## src/rtl/vga_timing_gen.sv

```systemverilog
// VGA raster timing generator driven by a one-cycle pixel strobe in the system clock domain.
// Produces registered sync, active-video, coordinate and line/frame start outputs.
module vga_timing_gen #(
  parameter int H_ACTIVE = 640,
  parameter int H_FP     = 16,
  parameter int H_SYNC   = 96,
  parameter int H_BP     = 48,
  parameter int V_ACTIVE = 480,
  parameter int V_FP     = 10,
  parameter int V_SYNC   = 2,
  parameter int V_BP     = 33,
  parameter bit SYNC_POL = 1'b0
) (
  input  logic       clk,
  input  logic       rst,
  input  logic       pix_en,
  output logic       hsync,
  output logic       vsync,
  output logic       video_on,
  output logic [9:0] h_cnt,
  output logic [9:0] v_cnt,
  output logic       line_start,
  output logic       frame_start
);

  localparam int H_TOTAL = H_ACTIVE + H_FP + H_SYNC + H_BP;
  localparam int V_TOTAL = V_ACTIVE + V_FP + V_SYNC + V_BP;

  localparam logic [9:0] H_LAST   = 10'(H_TOTAL - 1);
  localparam logic [9:0] V_LAST   = 10'(V_TOTAL - 1);
  localparam logic [9:0] H_VIS    = 10'(H_ACTIVE);
  localparam logic [9:0] V_VIS    = 10'(V_ACTIVE);
  localparam logic [9:0] HS_BEG   = 10'(H_ACTIVE + H_FP);
  localparam logic [9:0] HS_END   = 10'(H_ACTIVE + H_FP + H_SYNC - 1);
  localparam logic [9:0] VS_BEG   = 10'(V_ACTIVE + V_FP);
  localparam logic [9:0] VS_END   = 10'(V_ACTIVE + V_FP + V_SYNC - 1);

  logic [9:0] r_h;
  logic [9:0] r_v;
  logic [9:0] w_h_nxt;
  logic [9:0] w_v_nxt;
  logic       w_h_wrap;
  logic       w_v_wrap;

  always_comb begin
    w_h_wrap = (r_h == H_LAST);
    w_v_wrap = (r_v == V_LAST);
    w_h_nxt  = w_h_wrap ? 10'd0 : r_h + 10'd1;
    w_v_nxt  = r_v;
    if (w_h_wrap) begin
      w_v_nxt = w_v_wrap ? 10'd0 : r_v + 10'd1;
    end
  end

  // Counters park at the last position so the first strobe after reset lands on (0,0).
  always_ff @(posedge clk or posedge rst) begin
    if (rst) begin
      r_h         <= H_LAST;
      r_v         <= V_LAST;
      h_cnt       <= 10'd0;
      v_cnt       <= 10'd0;
      hsync       <= ~SYNC_POL;
      vsync       <= ~SYNC_POL;
      video_on    <= 1'b0;
      line_start  <= 1'b0;
      frame_start <= 1'b0;
    end else begin
      line_start  <= 1'b0;
      frame_start <= 1'b0;
      if (pix_en) begin
        r_h         <= w_h_nxt;
        r_v         <= w_v_nxt;
        h_cnt       <= w_h_nxt;
        v_cnt       <= w_v_nxt;
        hsync       <= ((w_h_nxt >= HS_BEG) && (w_h_nxt <= HS_END)) ? SYNC_POL : ~SYNC_POL;
        vsync       <= ((w_v_nxt >= VS_BEG) && (w_v_nxt <= VS_END)) ? SYNC_POL : ~SYNC_POL;
        video_on    <= (w_h_nxt < H_VIS) && (w_v_nxt < V_VIS);
        line_start  <= w_h_wrap;
        frame_start <= w_h_wrap && w_v_wrap;
      end
    end
  end

endmodule

```

## config.mk

```make
export PLATFORM = sky130hd
export DESIGN_NAME = vga_timing_gen
export DESIGN_NICKNAME = d
export VERILOG_FILES = /design/src/rtl/vga_timing_gen.sv
export SDC_FILE = /design/constraint.sdc
export NUM_CORES = 1
export LEC_CHECK = 0
export CORE_ASPECT_RATIO = 1.4
export CORE_MARGIN = 2
export CORE_UTILIZATION = 45
export CTS_BUF_LIST = sky130_fd_sc_hd__clkbuf_4 sky130_fd_sc_hd__clkbuf_8
export CTS_CLUSTER_DIAMETER = 60
export CTS_CLUSTER_SIZE = 16
export DETAILED_ROUTE_END_ITERATION = 7
export PLACE_DENSITY = 0.68
export SLEW_MARGIN = 30
export SYNTH_ARGS = -nofsm -noshare
export SYNTH_HDL_FRONTEND = slang
export SYNTH_SLANG_ARGS = --single-unit
export TNS_END_PERCENT = 10
```

## constraint.sdc

```tcl
create_clock -name clk -period 2.9 [get_ports clk]
set_input_delay 0.29 -clock clk [delete_from_list [all_inputs] [get_ports clk]]
set_output_delay 0.29 -clock clk [all_outputs]
set_load 0.1 [all_outputs]
```

==> results of run 1 <==
==> metrics by stage <==
step / cells / power [uW]
3_3_place_gp: 270 / 1425
2_1_floorplan: 215 / 1324
6_report: 278 / 1781
4_1_cts: 278 / 1799
5_1_grt: 278 / 1888
3_5_place_dp: 270 / 1431
==> worst max-delay path, cell delays in order (launching register included) <==
cell and delay [ps]:
sky130_fd_sc_hd__dfstp_2 570, sky130_fd_sc_hd__ha_1 320, sky130_fd_sc_hd__nand4_4 190, sky130_fd_sc_hd__or4_4 620
sky130_fd_sc_hd__o311a_1 380, sky130_fd_sc_hd__a41o_1 250, sky130_fd_sc_hd__a32o_1 220
==> kinds of logic after synthesis <==
kind of cell,Yosys count
compound gates,49
xor+xnor,13
fa+ha+maj,4
buf+inv,30
flops,35
mux,1
simple gates,83
==> power groups by stage <==
stage	clock network (uW)	logic, uW	registers (uW)
2_1_floorplan	0	447	877
3_3_place_gp	0	687	738
3_5_place_dp	0	691	740
4_1_cts	375	692	732
5_1_grt	400	736	752
6_report	362	687	732
==> layout by cell type, fill, tap and decap left out, types with 6 or more instances in the layout <==
master and n:
sky130_fd_sc_hd__dfrtp_1 23, sky130_fd_sc_hd__nor3_1 6, sky130_fd_sc_hd__buf_4 27, sky130_fd_sc_hd__o21ai_0 18, sky130_fd_sc_hd__nor2_1 21, sky130_fd_sc_hd__dfstp_2 12, sky130_fd_sc_hd__xor2_1 8, sky130_fd_sc_hd__a21oi_1 7
sky130_fd_sc_hd__nand3_1 10, sky130_fd_sc_hd__inv_1 11, sky130_fd_sc_hd__nand2_1 25
==> state kept, by name, summed over array words and instances, names as in the netlist <==
| register | count |
|---|---|
| frame_start | 1 |
| r_v | 3 |
| line_start | 1 |
| video_on | 1 |
| hsync | 1 |
| r_h | 7 |
| h_cnt | 10 |
| vsync | 1 |
| v_cnt | 10 |
==> path summary, 6_finish.rpt <==
check,slack (ps),startpoint,cells after the start,end
worst max-delay path,240,r_h[1],6,video_on
worst min-delay path,380,rst,2,v_cnt[3]
worst max register to register,240,r_h[1],6,video_on
worst min register to register,480,h_cnt[8],1,h_cnt[8]
max in group asynchronous,1760,rst,3,hsync
min in group clk,480,h_cnt[8],1,h_cnt[8]
==> layer usage <==
metal / routed length (um) / share of wire (%) / vias up
li1: - / - / 777
met1: 1730 / 44 / 730
met2: 1985 / 50 / 41
met3: 193 / 4.9 / 4
met4: 43 / 1.1 / 0
met5: 0 / 0 / -
==> cell type report <==
cell class / count / area [sq um] / area share [%]
Multi-Input combinational cell: 150 / 917.1 / 41.32
Sequential cell: 35 / 890.9 / 40.14
Timing Repair Buffer: 29 / 222.7 / 10.03
Clock buffer: 8 / 91.34 / 4.115
Tap cell: 45 / 56.30 / 2.537
Inverter: 11 / 41.29 / 1.860
==> results list, run 1 <==
- Status: finished clean
- Cell area after synthesis: 1963 sq um
- The number of failing hold endpoints at the final stage came to 0.
- Kind of path behind the tightest hold check: in -> async
- The wire-length estimate of the detail-placed layout is 2889 um.
* Clock buffers created by TritonCTS: 5
* Clock period minus worst slack: 2658 ps
- Top-count cell post-synth: sky130_fd_sc_hd__nand2_1
* Final hold slack: 379.4 ps
- Counting every net in the synthesized netlist gives 222.
* Maximum clock insertion buffer count: 2
- Std cell rows: 28
- Overall global routing resource usage: 17.84%
- At the later pin of the worst-skew pair, clock insertion delay measures 280 ps.
- MaxCap Viol Count: 0
- CTS Hold Bufs: 0
- Number of routed nets with antenna violations: 0
* Layout Nets: 239
- Die Y: 82.15 um
- Yosys warnings: 0
- Setup repair after global routing left no endpoint under its margin.
- The number of antenna violations at the first check in global routing was 0.
- Net switching is 46.00% of the power.
* Dominant combinational cell family by area after synthesis: simple AND/OR/NAND/NOR gates
* First DRT Iteration DRCs: 83
- Sequential share of power: 41.1%
* Average wire per cell in the routed design: 14.22 um
* Slew at the pin with the worst max-slew slack: 606.4 ps
* Crit path setup slack, layout: 241.9 ps
- Avg Inst Size Synth: 9.131 sq um
- Met2 usage in global routing: 30.22%
* Remaining Overflow, GRT: 0
- Switching power total: 819.2 uW
* FMAX: 376.2 MHz
* Number of input and output port buffers inserted: 27
- At the worst endpoint, the required time is 3070 ps.
- STA classifies the critical path endpoint as a flip-flop.
- Pwr Density: 802.4 nW/um^2
* Maximum net fanout on the critical path: 13
* Biggest area consumer among synthesized cells: sky130_fd_sc_hd__dfrtp_1
- Combinational group share of total power: 38.6%
* 1st-pass router iterations: 4
- After Yosys synthesis, full adders, half adders and majority gates account for 2.549% of the synthesized area.
- Clock transition time at the flip-flop clock pins of the worst setup and hold paths: 70 ps
- Inserted Diodes: 0
* Dominant synthesized flop cell: sky130_fd_sc_hd__dfrtp_1
- After detailed routing, the number of remaining DRC violations is 0.
- Met1 Resource Use GR: 22.48%
- Worst relative slew slack: 59.53%
- The first global-routing pass estimated 6637 um of wire.
- In the final layout, the share of cells above drive strength 1 is 21.46%.
* DP Area: 2128 sq um
- Area share of xor/xnor cells in the synthesized design: 5.800%
- Buffer type at the clock tree root: sky130_fd_sc_hd__clkbuf_8
* Number of enable flip-flop cells after synthesis: 0
- Buffers added to address setup during post-CTS repair amount to 0.
- Critical path data arrival time: 2830 ps
- Power Internal: 961.8 uW
- Utilization after layout: 52.80%
- The congestion estimate from routability-driven global placement came to 0.8902.
- In the synthesized netlist, the cells that appear most often are 25 x sky130_fd_sc_hd__nand2_1, 23 x sky130_fd_sc_hd__dfrtp_1, 21 x sky130_fd_sc_hd__nor2_1, 18 x sky130_fd_sc_hd__o21ai_0, 12 x sky130_fd_sc_hd__dfstp_2.
- Initial cell density of the core: 46.70%
- Synthesis inferred 35 register bits.
- Vias post-DR: 1,552
- Global Route met3 Usage: 3.271%
* Number of global-route vias before repair: 1,436
- During I/O placement, the number of pins put on the boundary was 28.
* Category of the critical setup timing path: reg -> reg
- Final cycle utilization of the critical path: 91.66%
* Worst slack, placed: 241.0 ps
- Between clock sinks in the finished design, the worst skew comes to 3.405 ps.
* DR vias/cell: 5.583
* Total Wirelength: 3953 um
- Simple-gate share of the synthesized area: 21.67%
* Post-CTS resize count: 0
- Pins over their slew limit: 0
- Summing the areas of all compound-gate instances in the mapped netlist gives 16.19% of the synthesized area.
- Most area-consuming cells after synthesis: sky130_fd_sc_hd__dfrtp_1 29%, sky130_fd_sc_hd__dfstp_2 16%, sky130_fd_sc_hd__nand2_1 4.8%
- The die covers 4914 sq um.
* Area of the placeable core: 4204 sq um
- After routing the design area is 2220 sq um.
- Number of setup violations in the final report: 0
- In this run the most used layer during global routing was met2.
* Number of fill cells in the layout: 387
- Chip Width: 59.82 um
* Clk sink count: 35
- Sequential area share after synthesis: 45.38%
* Multiplexer fraction of the synthesized cell area: 0.5099%
- Sort of element at the start of the critical path: flip-flop
- Top cell type's share of synthesized area: 29.32%
- Synthesis-to-layout area growth: 13.07%
- Post-synthesis async set-or-reset flop share: 100.0%
* Pleak: 0.001003 uW
* Clock tree from TritonCTS: built
- In the final timing run, aggregate negative setup slack is 0 ps.
- H-tree depth: 2
* Clock group share of total power: 20.3%
- Largest net degree at the start of global routing: 21
- Cell count after synthesis: 215
- The worst-case IR drop observed on VDD is 501.6 uV.
- Count of different cell masters after synthesis: 43
Power figures use the tool's default switching activity.
==> inputs of run 2 (changes only) <==
clock period = 2.67 ns   (was 2.9 ns; I/O delays follow)
==> run 2 against run 1 <==
Effect of this change:
- power up 16%
- core utilization up 2.1 points
- global-route usage up 1.0 points
- hold slack worse by 1.5 ps
- register-to-register slack worse by 130 ps
==> results list, run 2 (synthesized netlist as in run 1, its figures left out) <==
- The floorplan has 28 rows.
* DR vias/cell: 5.663
- Boundary Pins: 28
- The later pin in the worst-skew pair is clocked with a latency of 290 ps.
- For this design, the sink count on the clock tree is 35.
- MaxCap Viol Count: 0
- Wire length of the first global-routing pass: 6920 um
* Clock skew: 8.610 ps
* Unrepaired setup endpoints after global routing: false
- Slew at the pin with the worst max-slew slack: 455.2 ps
- Most frequent standard cell in the layout excluding fill and tap cells: sky130_fd_sc_hd__buf_4
- Number of setup violations in the final report: 0
* Overall global routing resource usage: 18.87%
* Final cycle utilization of the critical path: 95.94%
- Total Wirelength: 4165 um
- Entering global routing, the biggest net connects 36 pins.
- For this configuration, the core starts out at a cell density of 46.70%.
- Data required, critical path: 2840 ps
- The analysis attributes to cell leakage a power of 0.001045 uW.
- Pwr Density: 893.2 nW/um^2
- Overall die area: 4914 sq um
- Pins over their slew limit: 0
- Of the cells placed in the final design, the portion with a size suffix greater than 1 is 24.58%.
- DRC viols: 0
- In this run the worst path has a maximum fanout of 8.
- Accumulated negative setup slack: 0 ps
* Post-layout power: 2061 uW
* Sort of element at the start of the critical path: flip-flop
- Number of input and output port buffers inserted: 27
- The detailed router finished its first iteration with 78 violations.
- FMAX: 390.4 MHz
* Category of the critical setup timing path: reg -> reg
- 1st-pass router iterations: 5
- Measured along the y axis, the die boundary spans 82.15 um.
- Vias post-DR: 1,614
- Largest registers in the final layout: h_cnt (10), v_cnt (10), r_h (7)
* Status: finished clean
* Remaining Overflow, GRT: 0
- At the end of the flow, the number of nets in the layout was 246.
- Clock tree from TritonCTS: built
- After clock tree synthesis, the clock-pin slew on the worst setup and hold paths is 80 ps.
* Critical path data arrival time: 2730 ps
- Area of the placeable core: 4204 sq um
- IR analysis of the VDD net gives a maximum drop of 375.2 uV.
- Antenna violations before repair: 0
- Clock tree synthesis inserted a total of 5 buffers.
- STA classifies the critical path endpoint as a flip-flop.
* Synthesis-to-layout area growth: 17.53%
- CTS built an H-tree with a depth of 2.
- Inserted Diodes: 0
- Final Hold Fails: 0
* Kind of path behind the tightest hold check: in -> async
- Detailed placer's ending HPWL: 2950 um
* Clock period minus worst slack: 2562 ps
- Number of routed nets with antenna violations: 0
- Top library cells by usage in the layout, fill and taps aside: 34 x sky130_fd_sc_hd__buf_4, 25 x sky130_fd_sc_hd__nand2_1, 23 x sky130_fd_sc_hd__dfrtp_1
- Number of global-route vias before repair: 1,457
- Headroom to the max-slew limit came out at 69.56%.
- CTS placed an instance of sky130_fd_sc_hd__clkbuf_8 at the clock tree root.
- The congestion estimate from routability-driven global placement came to 0.8490.
* Chip Width: 59.82 um
- Average wire per cell in the routed design: 14.61 um
- Maximum clock insertion buffer count: 2
==> run 2: changes by cell type in the layout (fill, tap and decap cells not counted), sizes merged <==
| cell | change |
|---|---|
| buf | +7 |
| bufinv | +1 |
| clkbuf | -2 |
| clkinv | +1 |
==> run 2: area by class of cell <==
| cell class | count | area (sq um) |
|---|---|---|
| Timing Repair Buffer | 36 | 275.3 |
| Tap cell | 45 | 56.30 |
| Fill cell | 409 | 1897 |
| Multi-Input combinational cell | 150 | 925.9 |
| Inverter | 11 | 41.29 |
| Clock buffer | 6 | 82.58 |
| Clock inverter | 2 | 35.03 |
| Sequential cell | 35 | 890.9 |
==> run 2: layer usage <==
metal / vias to the layer above / part of all wire, % / global-route usage (%)
met4: 0 / 0.62 / 5.333
met5: - / 0 / 0
met3: 4 / 3.2 / 4.673
met1: 782 / 44 / 22.11
li1: 795 / - / -
met2: 33 / 53 / 33.59
==> run 2: path summary, 6_finish.rpt <==
kind                           from  endpoint  slack, ps  cells after the start
min                             rst  h_cnt[1]        380                      3
max in group asynchronous       rst     hsync       1950                      3
max                          r_h[1]  video_on        110                      6
min reg2reg                h_cnt[8]  h_cnt[8]        480                      1
max reg2reg                  r_h[1]  video_on        110                      6
min in group clk           h_cnt[8]  h_cnt[8]        480                      1
==> run 2: power breakdown <==
part           internal, uW  switching, uW  leakage (uW)
logic                   201            590      0.000568
registers               644            132      0.000416
clock network           302            191     0.0000612
==> run 2: timing repair <==
| item | 4_1_cts | 5_1_grt |
|---|---|---|
| hold buffers | 0 | 0 |
| endpoints found under the setup margin | 0 | 1 |
| gates resized for setup | 0 | 2 |
| setup buffers | 0 | 3 |
==> run 2: per-stage QoR <==
stage,cells,setup WS (ps),hold WS (ps),utilization [%],instance area [sq um]
detailed placement,274,129.8,469.2,51.34,2158
global placement,274,164.4,467.0,51.34,2158
global route,285,7.909,450.0,54.88,2307
floorplan,215,242.0,412.4,-,1963
CTS,282,109.9,393.0,54.14,2276
finish,285,108.3,377.9,54.88,2307
==> run 2: worst max-delay path: stages (launching register included) <==
cell                      delay [ps]
sky130_fd_sc_hd__dfstp_2         580
sky130_fd_sc_hd__ha_2            220
sky130_fd_sc_hd__nand4_4         160
sky130_fd_sc_hd__or4_4           640
sky130_fd_sc_hd__o311a_1         370
sky130_fd_sc_hd__a41o_1          250
sky130_fd_sc_hd__a32o_1          220
